==> src/rtl/chimera_spi_target_if.sv <==
// Bus bundle for chimera_spi_target: SPI pins, RX/TX byte streams and status.
// slave = the target block, master = whatever drives the pins and streams.
interface chimera_spi_target_if #(
  parameter int CntWidth = 16
);
  logic                spi_sck_i;
  logic                spi_csb_i;
  logic                spi_sd_i;
  logic                spi_sd_o;
  logic                spi_sd_en_o;
  logic [7:0]          rx_data_o;
  logic                rx_valid_o;
  logic                rx_ready_i;
  logic [7:0]          tx_data_i;
  logic                tx_valid_i;
  logic                tx_ready_o;
  logic                rx_overflow_o;
  logic                clear_i;
  logic                busy_o;
  logic [CntWidth-1:0] byte_cnt_o;

  modport slave (
    input  spi_sck_i, spi_csb_i, spi_sd_i, rx_ready_i, tx_data_i, tx_valid_i, clear_i,
    output spi_sd_o, spi_sd_en_o, rx_data_o, rx_valid_o, tx_ready_o, rx_overflow_o,
           busy_o, byte_cnt_o
  );

  modport master (
    output spi_sck_i, spi_csb_i, spi_sd_i, rx_ready_i, tx_data_i, tx_valid_i, clear_i,
    input  spi_sd_o, spi_sd_en_o, rx_data_o, rx_valid_o, tx_ready_o, rx_overflow_o,
           busy_o, byte_cnt_o
  );
endinterface

==> src/rtl/chimera_spi_target.sv <==
// SPI mode-0 target: oversampled pins, RX byte FIFO, TX byte stream onto MISO.
// Optional macro CHIMERA_SPI_TARGET_LOOPBACK_EN: idle byte boundaries echo the last RX byte.
module chimera_spi_target #(
  parameter int         RxDepth  = 4,
  parameter logic [7:0] FillByte = 8'hFF,
  parameter int         CntWidth = 16
) (
  input  logic clk_i,
  input  logic rst_i,
  chimera_spi_target_if.slave bus
);
  localparam int PW = $clog2(RxDepth);

  typedef enum logic {IDLE, ACTIVE} state_t;

  state_t      r_state, w_state_nxt;
  logic [2:0]  r_sck_s, r_csb_s, r_sd_s;
  logic [2:0]  r_bit_cnt, w_bit_cnt_nxt;
  logic [7:0]  r_rx_shift, w_rx_shift_nxt;
  logic [7:0]  r_tx_shift, w_tx_shift_nxt;
  logic [7:0]  w_rx_byte, w_fill;
  logic        w_sck_rise, w_sck_fall, w_csb_rise, w_csb_fall;
  logic        w_load, w_push, w_tx_take;

  logic [7:0]          r_mem [RxDepth];
  logic [PW:0]         r_wptr, r_rptr;
  logic                w_full, w_empty, w_pop, w_push_ok, w_ovf_set;
  logic                r_ovf;
  logic [CntWidth-1:0] r_cnt;

`ifdef CHIMERA_SPI_TARGET_LOOPBACK_EN
  logic [7:0] r_last_rx;
`endif

  // Stages [1:0] synchronize, stage [2] is the edge-detect delay.
  always_ff @(posedge clk_i or posedge rst_i) begin
    if (rst_i) begin
      r_sck_s <= '0;
      r_csb_s <= '0;
      r_sd_s  <= '0;
    end else begin
      r_sck_s <= {r_sck_s[1:0], bus.spi_sck_i};
      r_csb_s <= {r_csb_s[1:0], bus.spi_csb_i};
      r_sd_s  <= {r_sd_s[1:0],  bus.spi_sd_i};
    end
  end

  assign w_sck_rise =  r_sck_s[1] & ~r_sck_s[2];
  assign w_sck_fall = ~r_sck_s[1] &  r_sck_s[2];
  assign w_csb_rise =  r_csb_s[1] & ~r_csb_s[2];
  assign w_csb_fall = ~r_csb_s[1] &  r_csb_s[2];
  assign w_rx_byte  = {r_rx_shift[6:0], r_sd_s[2]};

  always_ff @(posedge clk_i or posedge rst_i) begin
    if (rst_i) begin
      r_state    <= IDLE;
      r_bit_cnt  <= '0;
      r_rx_shift <= '0;
      r_tx_shift <= '0;
    end else begin
      r_state    <= w_state_nxt;
      r_bit_cnt  <= w_bit_cnt_nxt;
      r_rx_shift <= w_rx_shift_nxt;
      r_tx_shift <= w_tx_shift_nxt;
    end
  end

  // CSB edges take priority over any SCK edge seen in the same cycle.
  always_comb begin
    w_state_nxt    = r_state;
    w_bit_cnt_nxt  = r_bit_cnt;
    w_rx_shift_nxt = r_rx_shift;
    w_tx_shift_nxt = r_tx_shift;
    w_load         = 1'b0;
    w_push         = 1'b0;
    w_fill         = FillByte;
    case (r_state)
      IDLE: begin
        if (w_csb_fall) begin
          w_state_nxt   = ACTIVE;
          w_bit_cnt_nxt = 3'd0;
          w_load        = 1'b1;
        end
      end
      ACTIVE: begin
        if (w_csb_rise) begin
          w_state_nxt    = IDLE;
          w_bit_cnt_nxt  = 3'd0;
          w_rx_shift_nxt = 8'h00;
        end else if (w_sck_rise) begin
          w_rx_shift_nxt = w_rx_byte;
          w_bit_cnt_nxt  = r_bit_cnt + 3'd1;
          w_push         = (r_bit_cnt == 3'd7);
        end else if (w_sck_fall) begin
          if (r_bit_cnt == 3'd0) begin
            w_load = 1'b1;
`ifdef CHIMERA_SPI_TARGET_LOOPBACK_EN
            w_fill = r_last_rx;
`endif
          end else begin
            w_tx_shift_nxt = {r_tx_shift[6:0], 1'b0};
          end
        end
      end
      default: w_state_nxt = IDLE;
    endcase
    w_tx_take = w_load & bus.tx_valid_i;
    if (w_load) w_tx_shift_nxt = bus.tx_valid_i ? bus.tx_data_i : w_fill;
  end

`ifdef CHIMERA_SPI_TARGET_LOOPBACK_EN
  always_ff @(posedge clk_i or posedge rst_i) begin
    if (rst_i)       r_last_rx <= 8'h00;
    else if (w_push) r_last_rx <= w_rx_byte;
  end
`endif

  // RX FIFO: extra pointer bit separates full from empty.
  assign w_empty   = (r_wptr == r_rptr);
  assign w_full    = (r_wptr[PW] != r_rptr[PW]) && (r_wptr[PW-1:0] == r_rptr[PW-1:0]);
  assign w_pop     = ~w_empty & bus.rx_ready_i;
  assign w_push_ok = w_push & (~w_full | w_pop);
  assign w_ovf_set = w_push & w_full & ~w_pop;

  always_ff @(posedge clk_i or posedge rst_i) begin
    if (rst_i) begin
      for (int i = 0; i < RxDepth; i++) r_mem[i] <= 8'h00;
      r_wptr <= '0;
      r_rptr <= '0;
    end else begin
      if (w_push_ok) begin
        r_mem[r_wptr[PW-1:0]] <= w_rx_byte;
        r_wptr                <= r_wptr + 1'b1;
      end
      if (w_pop) r_rptr <= r_rptr + 1'b1;
    end
  end

  // Overflow set beats clear; a clear alongside a completed byte leaves count 1.
  always_ff @(posedge clk_i or posedge rst_i) begin
    if (rst_i) begin
      r_ovf <= 1'b0;
      r_cnt <= '0;
    end else begin
      if (w_ovf_set)        r_ovf <= 1'b1;
      else if (bus.clear_i) r_ovf <= 1'b0;
      if (bus.clear_i)      r_cnt <= CntWidth'(w_push);
      else if (w_push)      r_cnt <= r_cnt + 1'b1;
    end
  end

  assign bus.spi_sd_en_o   = (r_state == ACTIVE);
  assign bus.spi_sd_o      = (r_state == ACTIVE) & r_tx_shift[7];
  assign bus.busy_o        = (r_state == ACTIVE);
  assign bus.tx_ready_o    = w_tx_take;
  assign bus.rx_data_o     = r_mem[r_rptr[PW-1:0]];
  assign bus.rx_valid_o    = ~w_empty;
  assign bus.rx_overflow_o = r_ovf;
  assign bus.byte_cnt_o    = r_cnt;
endmodule
==> src/flat_wrapper.sv <==
// flat-port wrapper written by rule: the top's interface ports become plain ports
module chimera_spi_target_flat 
#(
  parameter int         RxDepth  = 4,
  parameter logic [7:0] FillByte = 8'hFF,
  parameter int         CntWidth = 16
)
  (clk_i, rst_i, bus_spi_sck_i, bus_spi_csb_i, bus_spi_sd_i, bus_rx_ready_i, bus_tx_data_i, bus_tx_valid_i, bus_clear_i, bus_spi_sd_o, bus_spi_sd_en_o, bus_rx_data_o, bus_rx_valid_o, bus_tx_ready_o, bus_rx_overflow_o, bus_busy_o, bus_byte_cnt_o);
  chimera_spi_target_if #(.CntWidth(CntWidth)) bus_i ();
  input  logic clk_i;
  input  logic rst_i;
  input wire logic [$bits(bus_i.spi_sck_i)-1:0] bus_spi_sck_i;
  input wire logic [$bits(bus_i.spi_csb_i)-1:0] bus_spi_csb_i;
  input wire logic [$bits(bus_i.spi_sd_i)-1:0] bus_spi_sd_i;
  input wire logic [$bits(bus_i.rx_ready_i)-1:0] bus_rx_ready_i;
  input wire logic [$bits(bus_i.tx_data_i)-1:0] bus_tx_data_i;
  input wire logic [$bits(bus_i.tx_valid_i)-1:0] bus_tx_valid_i;
  input wire logic [$bits(bus_i.clear_i)-1:0] bus_clear_i;
  output wire logic [$bits(bus_i.spi_sd_o)-1:0] bus_spi_sd_o;
  output wire logic [$bits(bus_i.spi_sd_en_o)-1:0] bus_spi_sd_en_o;
  output wire logic [$bits(bus_i.rx_data_o)-1:0] bus_rx_data_o;
  output wire logic [$bits(bus_i.rx_valid_o)-1:0] bus_rx_valid_o;
  output wire logic [$bits(bus_i.tx_ready_o)-1:0] bus_tx_ready_o;
  output wire logic [$bits(bus_i.rx_overflow_o)-1:0] bus_rx_overflow_o;
  output wire logic [$bits(bus_i.busy_o)-1:0] bus_busy_o;
  output wire logic [$bits(bus_i.byte_cnt_o)-1:0] bus_byte_cnt_o;
  assign bus_i.spi_sck_i = bus_spi_sck_i;
  assign bus_i.spi_csb_i = bus_spi_csb_i;
  assign bus_i.spi_sd_i = bus_spi_sd_i;
  assign bus_i.rx_ready_i = bus_rx_ready_i;
  assign bus_i.tx_data_i = bus_tx_data_i;
  assign bus_i.tx_valid_i = bus_tx_valid_i;
  assign bus_i.clear_i = bus_clear_i;
  assign bus_spi_sd_o = bus_i.spi_sd_o;
  assign bus_spi_sd_en_o = bus_i.spi_sd_en_o;
  assign bus_rx_data_o = bus_i.rx_data_o;
  assign bus_rx_valid_o = bus_i.rx_valid_o;
  assign bus_tx_ready_o = bus_i.tx_ready_o;
  assign bus_rx_overflow_o = bus_i.rx_overflow_o;
  assign bus_busy_o = bus_i.busy_o;
  assign bus_byte_cnt_o = bus_i.byte_cnt_o;
  chimera_spi_target #(.RxDepth(RxDepth), .FillByte(FillByte), .CntWidth(CntWidth)) u_core (.clk_i(clk_i), .rst_i(rst_i), .bus(bus_i));
endmodule
==> config.mk <==
export PLATFORM = sky130hd
export DESIGN_NAME = chimera_spi_target_flat
export DESIGN_NICKNAME = d
export VERILOG_FILES = /design/src/rtl/chimera_spi_target_if.sv /design/src/rtl/chimera_spi_target.sv /design/src/flat_wrapper.sv
export SDC_FILE = /design/constraint.sdc
export NUM_CORES = 1
export LEC_CHECK = 0
export CORE_MARGIN = 1.5
export CORE_UTILIZATION = 25
export CTS_CLUSTER_DIAMETER = 120
export DETAILED_ROUTE_END_ITERATION = 6
export PLACE_DENSITY = 0.41
export SETUP_SLACK_MARGIN = 0.15
export SLEW_MARGIN = 15
export SYNTH_ARGS = -nofsm -noshare
export SYNTH_HDL_FRONTEND = slang
export SYNTH_SLANG_ARGS = --single-unit
==> constraint.sdc <==
create_clock -name clk_i -period 4.65 [get_ports clk_i]
set_clock_uncertainty 0.1 [all_clocks]
set_input_delay 0.93 -clock clk_i [delete_from_list [all_inputs] [get_ports clk_i]]
set_output_delay 0.93 -clock clk_i [all_outputs]
set_load 0.05 [all_outputs]
==> impl_metrics.ini <==
[die]
core.rowCount = 45
die_w_um = 127
start_util = 0.255
core-area_mm2 = 0.0151
dieArea_mm2 = 0.0162
ioPinCount = 46
fp.dieH_um = 127

[route]
wl_met2_mm = 3.90
viasPerCell = 4.53
vias = 2456
highest_layer = met4
ant_nets = 0
route.detailed.drc = 0
wl_met3_um = 285
wire_per_inst_um = 15.1
routed_wl_mm = 8.21
first_pass_iters = 4
drt-met1-wl_mm = 3.95
drt_iter0_markers = 79

[cts]
cts_hold_buf = 0
clk_latency_ns = 0.34
cts_buffers = 9
clkTransAtPathRegs_ns = 0.07
htreeDepth = 3
cts.repair.resized = 0
cts_tree = built
cts_max_path_buffers = 2
cts_sinks = 83
cts_post_setup_buffers_inserted = 0
clock_tree.root_cell = clkbuf_16

[sta]
slew_headroom = 0.427
tightest_slew_ns = 0.858
min_period_over_period = 0.829
fmax_mhz = 259
fin_crit_ns = 3.86
setup_viol = 0
fin_setup_tns_ns = 0
layout_setup_ws_ns = 0.795
final_hold_viol_count = 0
rsz0062_at_grt = false
report.final.slew_viol_count = 0

[placement]
place.detailed.instances = 526
numPortBuffers = 45
hpwl_mm = 5.36
place_congestion = 0.711
place_ws_ns = 1.05

[setup_path]
cp-start-kind = flop
cp-end-kind = output port
rr_startpoint = u_core.bus.busy_o$_DFF_PP0_
r2r.worst_path.cells = 4
critPathKind = flop to output port
r2r_slack_ns = 2.13
path_cells = nor3b_1 -> a31oi_4 -> nor2_1 -> clkdlybuf4s50_1
cp_max_fo = 15
rr_endpoint = u_core.r_mem[17]$_DFFE_PP0P_
crit_required_ns = 3.62
cp.arrival_ns = 2.83
max_stage_delay_ns = 0.81
cp_slowest_cell = clkdlybuf4s50_1

[worst_hold_path]
min_delay_path_depth = 0
whs_endpoint = u_core.r_sd_s[1]$_DFF_PP0_
min_path_type = flop to flop
min_from = u_core.r_sd_s[0]$_DFF_PP0_

[yosys]
synth-async-reset-ratio = 1.00
synth_edf_count = 0
synth.area.top_cells = dfrtp_1 54%, mux2_2 9.6%, mux4_2 3.5%, ha_1 2.9%, nand2_1 1.8%
syn-cell-area_mm2 = 0.00386
yosysTopAreaCell = dfrtp_1
syn_inst = 303
netlist.area_leader.share = 0.539
ys_warn_count = 0
synth-seq-cells = 83
yosysUniqueCellTypes = 48
syn_nets = 328
ys.flop_type = dfrtp_1
syn-mean-instance-area_um2 = 12.7
ys_seq_area_frac = 0.539

[run]
drv_cap = 0

[power]
vdd_drop_max_v = 0.000174
powerDensity_mw_per_mm2 = 407
leakage_uw = 0.00213

[global_routing]
grt_usage = 0.111
grt_max_degree = 49
grt_pass1_wl_mm = 13.6
first_global_vias = 2547
grt-ovfl-total = 0
antenna_found_initial = 0

[finish]
fin_nets = 374
fin_util = 0.321
drive_gt1_frac = 0.186
fin_cells = 542
antennaDiodeCount = 0
areaGrowthSynthToFinish_pct = 26.0

[status]
outcome = finished clean
## how the worst max path moves through the flow
stage,cells past startpoint,startpoint,endpoint,slack [ns]
floorplan,1,rst_i,u_core.bus.busy_o$_DFF_PP0_,1.48
global placement,4,bus_tx_valid_i,bus_tx_ready_o,1.06
detailed placement,4,bus_tx_valid_i,bus_tx_ready_o,1.05
CTS,4,u_core.bus.busy_o$_DFF_PP0_,bus_tx_ready_o,0.78
global route,4,u_core.bus.busy_o$_DFF_PP0_,bus_tx_ready_o,0.58
finish,4,u_core.bus.busy_o$_DFF_PP0_,bus_tx_ready_o,0.79
## report_power, final
part	leakage [µW]	switching, µW	internal (µW)	total [µW]
clock network	0.000172	298	578	876
logic	0.000841	121	121	241
registers	0.00111	82.9	776	859
total	0.00213	502	1480	1980
## state kept, by name, indices dropped and copies added (netlist names)
name                      count
u_core.r_wptr                 3
u_core.bus.rx_overflow_o      1
u_core.bus.byte_cnt_o        16
u_core.bus.busy_o             1
u_core.r_mem                 32
u_core.r_bit_cnt              3
u_core.r_rx_shift             7
u_core.r_rptr                 3
u_core.r_csb_s                3
u_core.r_sd_s                 3
u_core.r_sck_s                3
u_core.r_tx_shift             8
## per-layer routing
layer | track usage | up-vias
li1 | - | 1185
met1 | 0.146 | 1224
met2 | 0.176 | 39
met3 | 0.0369 | 8
met4 | 0.0281 | 0
met5 | 0 | -
## layout by cell type, fill, tap and decap left out, drive strengths merged, types with 7 or more instances in the layout
cell,count
a21oi,12
clkdlybuf4s50,45
nor2,9
mux2i,7
ha,9
mux4,8
mux2,35
nand2b,8
dfrtp,83
nand2,19
nand4,8
clkbuf,9
a22o,7
o21ai,15
inv,10
## Yosys cell counts (all sizes together) (2+ instances only)
| cell type | count |
|---|---|
| nor2 | 9 |
| nand4 | 8 |
| o31ai | 4 |
| a21oi | 12 |
| and4 | 2 |
| ha | 9 |
| or4 | 4 |
| nand3 | 6 |
| a211oi | 2 |
| dfrtp | 83 |
| xnor2 | 6 |
| a22o | 7 |
| o21ai | 15 |
| clkbuf | 5 |
| and3 | 3 |
| mux4 | 8 |
| inv | 11 |
| nor3b | 5 |
| mux2 | 35 |
| or3 | 4 |
| mux2i | 7 |
| nor2b | 5 |
| nand2b | 8 |
| buf | 8 |
| nand2 | 19 |
| xor2 | 6 |
## critical path: cells and delay by family (launching register included)
kind                   cells  cell delay [ns]
AOI/OAI and AO/OA          1             0.18
and+or+nand+nor            2             0.94
buffers and inverters      1             0.81
DFF                        1             0.56
## cell type report
class	instances	area [µm²]
Clock inverter	7	140
Inverter	11	42.5
Tap cell	188	235
Multi-Input combinational cell	196	1660
Clock buffer	9	225
Sequential cell	83	2080
Fill cell	1519	10300
Timing Repair Buffer	48	473
## through the flow
step | cell area, µm² | power (µW) | hold slack (ns)
floorplan | 3860 | 1060 | 0.231
global placement | 4480 | 1120 | 0.234
detailed placement | 4480 | 1120 | 0.236
CTS | 4850 | 2020 | 0.254
global route | 4860 | 2080 | 0.258
finish | 4860 | 1980 | 0.251
## cell families (layout without fill, tap and decap cells)
logic type | Yosys count | in the layout | share of synthesized area
flops | 83 | 83 | 0.539
simple gates | 81 | 81 | 0.130
mux | 50 | 50 | 0.169
compound gates | 44 | 44 | 0.0743
buf+inv | 24 | 75 | 0.0318
xor+xnor | 12 | 12 | 0.0273
fa+ha+maj | 9 | 9 | 0.0292
(Power assumes the default switching activity.)
